File: src/rtl/lcm_pkg.sv
// Shared definitions for the LCM unit: default width, step-counter width, FSM states.
package lcm_pkg;

    localparam int unsigned LCM_WIDTH  = 16;
    localparam int unsigned LCM_STEP_W = $clog2(LCM_WIDTH);

    typedef enum logic [1:0] {
        IDLE = 2'd0,
        DIV  = 2'd1,
        MUL  = 2'd2,
        DONE = 2'd3
    } lcm_state_t;

    // Width of a counter that walks 0..w-1 (at least one bit).
    function automatic int unsigned step_width(input int unsigned w);
        return (w > 1) ? $clog2(w) : 1;
    endfunction

endpackage

File: src/rtl/seq_divider.sv
// Iterative restoring divider: one quotient bit per cycle, MSB first, WIDTH cycles after start.
// The remainder port exists only when LCM_DIV_CHECK_EN is defined.
module seq_divider
    import lcm_pkg::*;
#(
    parameter int unsigned WIDTH = LCM_WIDTH
) (
    input  logic             clk,
    input  logic             rst,
    input  logic             start,
    input  logic [WIDTH-1:0] dividend,
    input  logic [WIDTH-1:0] divisor,
    output logic [WIDTH-1:0] quotient,
`ifdef LCM_DIV_CHECK_EN
    output logic [WIDTH:0]   remainder,
`endif
    output logic             done_c
);

    localparam int unsigned SW = step_width(WIDTH);

    logic [WIDTH:0]   rem_q;
    logic [WIDTH-1:0] quo_q;
    logic [WIDTH-1:0] dvs_q;
    logic [SW-1:0]    cnt_q;
    logic             run_q;

    logic [WIDTH+1:0] shifted_c;
    logic [WIDTH+1:0] diff_c;
    logic             fits_c;

    // Trial subtraction of the divisor from the shifted partial remainder.
    always_comb begin
        shifted_c = {rem_q, quo_q[WIDTH-1]};
        diff_c    = shifted_c - {2'b00, dvs_q};
        fits_c    = ~diff_c[WIDTH+1];
        done_c    = run_q && (cnt_q == SW'(WIDTH - 1));
    end

    // Load operands on start, then retire one quotient bit per cycle.
    always_ff @(posedge clk or posedge rst) begin
        if (rst) begin
            rem_q <= '0;
            quo_q <= '0;
            dvs_q <= '0;
            cnt_q <= '0;
            run_q <= 1'b0;
        end else if (start) begin
            rem_q <= '0;
            quo_q <= dividend;
            dvs_q <= divisor;
            cnt_q <= '0;
            run_q <= 1'b1;
        end else if (run_q) begin
            rem_q <= fits_c ? diff_c[WIDTH:0] : shifted_c[WIDTH:0];
            quo_q <= {quo_q[WIDTH-2:0], fits_c};
            cnt_q <= cnt_q + SW'(1);
            if (done_c) begin
                run_q <= 1'b0;
            end
        end
    end

    assign quotient = quo_q;
`ifdef LCM_DIV_CHECK_EN
    assign remainder = rem_q;
`endif

endmodule

File: src/rtl/lcm_calculator.sv
// LCM unit downstream of the GCD engine: lcm = (a / gcd) * b via iterative divide then shift-add multiply.
// Optional build macro LCM_DIV_CHECK_EN flags a nonzero division remainder on err.
module lcm_calculator
    import lcm_pkg::*;
#(
    parameter int unsigned WIDTH = LCM_WIDTH
) (
    input  logic               clk,
    input  logic               rst,
    input  logic               in_valid,
    input  logic [WIDTH-1:0]   a,
    input  logic [WIDTH-1:0]   b,
    input  logic [WIDTH-1:0]   gcd,
    output logic               busy,
    output logic               done,
    output logic [2*WIDTH-1:0] lcm,
    output logic               err
);

    localparam int unsigned SW = step_width(WIDTH);
    localparam int unsigned PW = 2 * WIDTH;

    lcm_state_t state_q, next_state;

    logic [WIDTH-1:0] a_cap_q, b_cap_q, g_cap_q;
    logic             v_d_q;
    logic [SW-1:0]    mstep_q;
    logic [PW-1:0]    mcand_q;
    logic [PW-1:0]    acc_q;
    logic [PW-1:0]    acc_nxt_c;
    logic [PW-1:0]    lcm_q;
    logic             busy_q;
    logic             done_q;

    logic             launch_c;
    logic             zero_c;
    logic             mul_last_c;
    logic             div_start_c;

    logic [WIDTH-1:0] div_quo;
    logic             div_done_c;
`ifdef LCM_DIV_CHECK_EN
    logic [WIDTH:0]   div_rem;
`endif

    seq_divider #(
        .WIDTH (WIDTH)
    ) u_div (
        .clk       (clk),
        .rst       (rst),
        .start     (div_start_c),
        .dividend  (a_cap_q),
        .divisor   (g_cap_q),
        .quotient  (div_quo),
`ifdef LCM_DIV_CHECK_EN
        .remainder (div_rem),
`endif
        .done_c    (div_done_c)
    );

    // State register.
    always_ff @(posedge clk or posedge rst) begin
        if (rst) begin
            state_q <= IDLE;
        end else begin
            state_q <= next_state;
        end
    end

    // Launch detection and next-state decode.
    always_comb begin
        next_state  = state_q;
        div_start_c = 1'b0;
        launch_c    = (state_q == IDLE) && v_d_q && !in_valid;
        zero_c      = (a_cap_q == '0) || (b_cap_q == '0) || (g_cap_q == '0);
        mul_last_c  = (state_q == MUL) && (mstep_q == SW'(WIDTH - 1));
        case (state_q)
            IDLE: begin
                if (launch_c) begin
                    if (zero_c) begin
                        next_state = DONE;
                    end else begin
                        next_state  = DIV;
                        div_start_c = 1'b1;
                    end
                end
            end
            DIV: begin
                if (div_done_c) begin
                    next_state = MUL;
                end
            end
            MUL: begin
                if (mul_last_c) begin
                    next_state = DONE;
                end
            end
            DONE:    next_state = IDLE;
            default: next_state = IDLE;
        endcase
    end

    // One shift-add step: add the shifted multiplicand when the current quotient bit is set.
    always_comb begin
        acc_nxt_c = acc_q + (div_quo[mstep_q] ? mcand_q : '0);
    end

    // Operand capture, multiplier datapath and registered outputs.
    always_ff @(posedge clk or posedge rst) begin
        if (rst) begin
            a_cap_q <= '0;
            b_cap_q <= '0;
            g_cap_q <= '0;
            v_d_q   <= 1'b0;
            mstep_q <= '0;
            mcand_q <= '0;
            acc_q   <= '0;
            lcm_q   <= '0;
            busy_q  <= 1'b0;
            done_q  <= 1'b0;
        end else begin
            // Edges seen while busy are dropped, so v_d only tracks in_valid in IDLE.
            v_d_q <= (state_q == IDLE) ? in_valid : 1'b0;
            if ((state_q == IDLE) && in_valid) begin
                a_cap_q <= a;
                b_cap_q <= b;
                g_cap_q <= gcd;
            end

            busy_q <= (next_state != IDLE);
            done_q <= (next_state == DONE);

            if (launch_c) begin
                acc_q   <= '0;
                mcand_q <= {WIDTH'(0), b_cap_q};
                mstep_q <= '0;
            end else if (state_q == MUL) begin
                acc_q   <= acc_nxt_c;
                mcand_q <= mcand_q << 1;
                mstep_q <= mstep_q + SW'(1);
            end

            if (launch_c && zero_c) begin
                lcm_q <= '0;
            end else if (mul_last_c) begin
                lcm_q <= acc_nxt_c;
            end
        end
    end

`ifdef LCM_DIV_CHECK_EN
    logic err_q;

    // Flag an inexact division when the product is committed; cleared at every launch.
    always_ff @(posedge clk or posedge rst) begin
        if (rst) begin
            err_q <= 1'b0;
        end else if (launch_c) begin
            err_q <= 1'b0;
        end else if (mul_last_c) begin
            err_q <= |div_rem;
        end
    end

    assign err = err_q;
`else
    assign err = 1'b0;
`endif

    assign busy = busy_q;
    assign done = done_q;
    assign lcm  = lcm_q;

endmodule
File: config.mk
export PLATFORM = sky130hd
export DESIGN_NAME = lcm_calculator
export DESIGN_NICKNAME = d
export VERILOG_FILES = /design/src/rtl/lcm_pkg.sv /design/src/rtl/seq_divider.sv /design/src/rtl/lcm_calculator.sv
export SDC_FILE = /design/constraint.sdc
export NUM_CORES = 1
export LEC_CHECK = 0
export ABC_CLOCK_PERIOD_IN_PS = 9140
export BUFFER_PORTS_ARGS = -buffer_cell sky130_fd_sc_hd__buf_2
export CAP_MARGIN = 20
export CORE_UTILIZATION = 30
export DETAILED_ROUTE_END_ITERATION = 7
export PLACE_DENSITY = 0.45
export SLEW_MARGIN = 30
export SYNTH_ARGS = -nofsm -noshare
export SYNTH_HDL_FRONTEND = slang
export SYNTH_SLANG_ARGS = --single-unit
File: constraint.sdc
create_clock -name clk -period 9.14 [get_ports clk]
set_input_delay 1.371 -clock clk [delete_from_list [all_inputs] [get_ports clk]]
set_output_delay 1.371 -clock clk [all_outputs]
set_load 0.03 [all_outputs]
==> Yosys cells after proc, flatten, opt, wreduce, memory -nomap -nowiden <==
Cells that the tools add are included.
{ "totals": {"register_bits": 207, "latch_bits": 0, "ramBits": 0, "mem_bits_ro": 0, "input_bits": 51, "out_inout_bits": 35, "wordCells": 75, "mem_count": 0} }
{ "classes": {"add_sub_neg": 4, "multipliers": 0, "n_div": 0, "magnitude_cmp": 1, "n_eq_ne": 6, "shifts": 0, "mux": 30, "bitwise": 1, "reduce_logical": 17} }
{ "ops": {"columns": ["op", "count"], "rows": [
  ["$mux 32", 7],
  ["$mux 17", 3],
  ["$logic_not 16->1", 3],
  ["$add 32x32->32", 1],
  ["$mux 16", 2],
  ["$sub 18x16->18", 1],
  ["$mux 4", 4],
  ["$add 4x1->4 const B", 2],
  ["$eq 4x4->1 const B", 2],
  ["$mux 1", 8],
  ["$mux 2", 4],
  ["$pmux 2 s4", 1],
  ["$reduce_bool 2->1", 4],
  ["$eq 2x2->1 const B", 3],
  ["$logic_and 1x1->1", 6],
  ["$lt 4x5->1 const B", 1],
  ["$bmux 1 s4", 1],
  ["$eq 2x1->1 const B", 1],
  ["$logic_not 2->1", 1],
  ["$logic_or 1x1->1", 2],
  ["$logic_not 1->1", 1],
  ["$not 1->1", 1]
]} }

==> Logic depth before layout (Yosys ltp) <==
{ "logic_depth": {"depth_word": 7, "depth_mapped": 17, "mapped_depth_nobuf": 15} }

==> By module <==
Synthesis repeated with hierarchy kept, for this count alone.
{ "unflattened": {"cells_unflattened": 1134, "area_unflattened_um2": 11118.2} }
{ "by_module_without_submodules": {"columns": ["mod", "n_inst", "cells_per_inst", "area_per_inst_um2", "seq_area_each_um2"], "rows": [
  ["lcm_calculator", 1, 768, 7833.8, 3828.7],
  ["seq_divider", 1, 366, 3284.4, 1351.3]
]} }

==> Least setup slack after synthesis <==
No wires, ideal clock.
{ "synth_path": {"path_kind": "reg-to-reg", "start": "register mstep_q[2]", "end": "register acc_q[24]", "setup_time_ns": 0.121, "t_arrival_ns": 3.924, "required_time_ns": 9.019, "setup_slack_ns": 5.095, "stages_incl_launch_ff": 18, "n_path_buf": 2, "period_less_slack_ns": 4.045, "path_cell_list": "dfrtp_1 > buf_2 > mux4_2 > nor2b_1 > a211oi_1 > a21oi_1 > clkbuf_1 > and2_1 > ha_1 > fa_1 > a21o_1 > a221o_1 > a211oi_2 > a211oi_1 > o41ai_2 > o21ai_1 > xor2_1 > a22o_1"} }
{ "synth_via": {"elab_chain_cells": 6} }
{ "synth_lines": {"columns": ["item", "line", "source"], "rows": [
  ["start: declaration", "lcm_calculator.sv:27", "logic [SW-1:0] mstep_q;"],
  ["start signal: assignment", "lcm_calculator.sv:140", "mstep_q <= mstep_q + SW'(1);"],
  ["$bmux 1 s4", "lcm_calculator.sv:105", "acc_nxt_c = acc_q + (div_quo[mstep_q] ? mcand_q : '0);"],
  ["$mux 1 (not written as such)", "lcm_calculator.sv:105", null],
  ["$mux 32", "lcm_calculator.sv:105", null],
  ["$add 32x32->32", "lcm_calculator.sv:105", null],
  ["$mux 32", "lcm_calculator.sv:137", "end else if (state_q == MUL) begin"],
  ["$mux 32", "lcm_calculator.sv:133", "if (launch_c) begin"],
  ["end signal: assignment", "lcm_calculator.sv:138", "acc_q <= acc_nxt_c;"],
  ["end: declaration", "lcm_calculator.sv:29", "logic [PW-1:0] acc_q;"]
]} }
Every way passes these cells. The select of a mux whose other input is x is not followed.
A chain may end at the register's enable or synchronous reset.

==> Worst setup path after layout <==
Same ends and word-level chain as after synthesis.

==> results by group <==
Critical path
  • Critical path origin: mstep_q[2]$_DFFE_PP0P_
  • CP Launch Type: flop
  • Cell Chain, Critical Path: mux4_2, nor2b_1, a211oi_1, a21oi_2, buf_4, and2_1, ha_1, fa_1, a21o_1, a221o_1, a211oi_2, a211oi_1, o41ai_2, o21ai_1, xor2_1, a22o_1
  • Worst Path Max Fanout: 32
  • Critical Path RT: roughly 9.6 ns
  • Worst Reg-to-Reg Cells: 16
  • Crit path DAT: around 5 ns
  • Critical R2R Launch: mstep_q[2]$_DFFE_PP0P_
  • Critical Path Most Common Cell: a211oi_1
  • Worst r2r dst: acc_q[24]$_DFFE_PP0P_
  • Critical Path End Type: flop
  • Slowest-stage cell, CP: dfrtp_1
  • Crit path kind: flop to flop
  • Setup slack, reg-to-reg: between 4 and 5 ns
  • Crit path largest cell delay: 0.54 ns

Synthesis
  • Syn_nets: between 1,000 and 1,500
  • Avg Synthesized Cell Area: 9.78 µm²
  • Top FF cell, synth: dfrtp_1
  • Top-area cell type share of the netlist area: a little under half
  • Cell count after synthesis: 1,136
  • Area contributors post-synth: dfrtp_1, ha_1, mux2_2
  • Post-synth EDFFs: 0
  • Synth async-reset ratio: 100%
  • Mapped Area: 11,100 µm²
  • Synth unique cells: 65
  • Most common cell in the netlist: dfrtp_1
  • Post-synthesis sequential area ratio: about 47%
  • Synth area leader: dfrtp_1
  • Top cells by count, synth: dfrtp_1, nand2_1, o21ai_0
  • YS warnings: 0
  • Flops & latches, synth: 207

Placement
  • DP Area: around 12,000 µm²
  • Final RePlAce weighted congestion: roughly 0.8
  • IO Port Bufs: between 80 and 90
  • Post-DP HPWL: approximately 19,000 µm

Route
  • Drt total wl: ~28,000 µm
  • Starting DRT DRC Count: just under 500
  • Avg WL per Cell: around 17 µm
  • Via Count: 8,386
  • First drt pass iteration count: 5
  • Vias/cell: roughly 5.0
  • Detailed-route DRC error count: 0
  • Post-route ant nets: 0

STA
  • Slew @ Worst Pin: about 0.95 ns
  • Final setup viols: 0
  • Pins Over Slew Limit: 0
  • Clock Skews: 0.0117 ns
  • Max Clk Rate: around 220 MHz
  • Rel. slew slack: 36.5%
  • Setup_tns: 0 ns
  • Fin. Hold Viols: 0
  • Final Critical Period: between 4 and 5 ns
  • Final Cycle Share: approximately half
  • RSZ-0062 raised after global routing: no

Global routing
  • Initial antenna violation count: 1
  • Largest net degree at the start of global routing: 93
  • Vias in the first global route: 8,489
  • First-pass GRT wire length: between 40,000 and 50,000 µm
  • Remaining Overflow, GRT: 0
  • GRT Total Usage: about 15%

Clock network
  • Post-CTS sizing: 0
  • Clk_lat worst skew: 0.52 ns
  • CTS tree: done
  • Root Buffer: clkbuf_16
  • CTS clk-pin slew, worst paths: 0.06 ns
  • CTS Buf Count: 25
  • H-tree depth: 1
  • Clock Sinks: approximately 210
  • Max Root-Sink Buffers: 3
  • CTS Hold Bufs: 0
  • Setup repair bufs after CTS: 0

Power
  • Pwr dens: ~360 nW/µm²
  • Design Power: approximately 4600 µW
  • Worst IR drop on VDD: between 0.15 and 0.2 mV
  • Leak pwr: approximately 0.006 µW

Worst hold path
  • Hold Crit Endpoint: lcm[11]$_DFFE_PP0P_
  • Worst hold path depth: 2
  • Hold WC Path Type: flop to flop
  • HP Start: lcm[11]$_DFFE_PP0P_

Die
  • Core area: between 30,000 and 40,000 µm²
  • Overall die width: a little under 200 µm
  • Die footprint: 37,800 µm²
  • Die Span Y: roughly 190 µm
  • IO Count: 86
  • Initial cell density of the core: between 30% and 40%
  • Row count: 70

Layout
  • N_diodes: 0
  • Layout cells sized above 1: 17.1%
  • Area Overhead vs Synth: 15.0%
  • Final core occ: 35.0%
  • Nets: 1,295
  • Post-route cell area: roughly 13,000 µm²
  • Final-layout fill cell count: between 3,000 and 4,000

Run
  • Maxcap violations: 0

Outcome
  • Outcome: finished, final reports clean
cells in the final DEF, fill, tap and decap left out, types with 14 or more instances in the layout:
master,count
xor2_1,19
a21oi_1,64
nand3_1,71
inv_1,29
clkbuf_16,25
buf_2,84
and2_1,34
and3_1,14
a22oi_1,15
a31oi_1,15
nand4_1,15
xnor2_1,21
mux2i_1,28
a21o_1,24
ha_1,49
o21ai_0,87
mux2_2,49
nor4_1,15
nand2_1,140
nor2_1,48
dfrtp_1,206
final cells by class:
cell class | instances | area [µm²] | area share, %
Inverter | 31 | 124 | 0.969
Timing Repair Buffer | 96 | 510 | 4.00
Clock inverter | 12 | 106 | 0.832
Clock buffer | 32 | 692 | 5.42
Tap cell | 468 | 586 | 4.58
Sequential cell | 207 | 5180 | 40.6
Multi-Input combinational cell | 832 | 5580 | 43.7
cells by family (layout without fill, tap and decap cells):
group	after synthesis	after routing	share of synthesized area, %
buffers and inverters	97	171	3.46
other	1	1	0.0338
AOI/OAI and AO/OA	280	280	16.0
adders and majority gates	51	51	5.88
muxes	82	82	8.40
xor gates and xnor gates	41	41	3.36
and+or+nand+nor	377	377	16.2
DFF	207	207	46.6
layer usage:
metal	vias to the layer above	GRT usage [%]	share of wire [%]
met1	4039	21.8	50
met4	2	3.44	1.6
met5	-	0	0.046
li1	4192	-	-
met3	33	2.15	3.6
met2	120	23.6	45
critical path: cells and delay by family (launching register included):
family	cells	cell delay [ns]
AO/OA/AOI/OAI	9	2.00
XOR/XNOR	1	0.16
adder cells (fa/ha/maj)	2	0.63
buffers and inverters	1	0.23
flip-flops	1	0.54
multiplexers	1	0.53
AND/OR/NAND/NOR	2	0.33
power by group:
part | total [µW] | switching [µW] | leakage (µW) | internal, µW
clock | 970 | 405 | 0.000384 | 564
sequential | 1570 | 290 | 0.00246 | 1280
combinational | 2030 | 1120 | 0.00312 | 907
per-stage QoR:
stage	cells	hold WS, ns	setup WS [ns]
floorplan	1136	0.452	2.12
global placement	1634	0.467	4.60
detailed placement	1634	0.471	4.57
CTS	1678	0.484	4.52
global route	1678	0.510	4.17
finish	1678	0.479	4.59
worst max path at each step:
stage | end | slack, ns
2_1_floorplan | a_cap_q[0]$_DFFE_PP0P_ | 2.12
3_3_place_gp | acc_q[24]$_DFFE_PP0P_ | 4.60
3_5_place_dp | acc_q[24]$_DFFE_PP0P_ | 4.57
4_1_cts | acc_q[28]$_DFFE_PP0P_ | 4.52
5_1_grt | acc_q[28]$_DFFE_PP0P_ | 4.17
6_report | acc_q[24]$_DFFE_PP0P_ | 4.59
state kept, by name, summed over array words and instances (netlist names):
register,count
state_q,2
u_div.run_q,1
g_cap_q,16
lcm,32
a_cap_q,16
u_div.rem_q,17
busy,1
u_div.cnt_q,4
u_div.quotient,16
v_d_q,1
u_div.dvs_q,16
acc_q,32
mstep_q,4
mcand_q,32
done,1
b_cap_q,16
(Power assumes the default switching activity.)
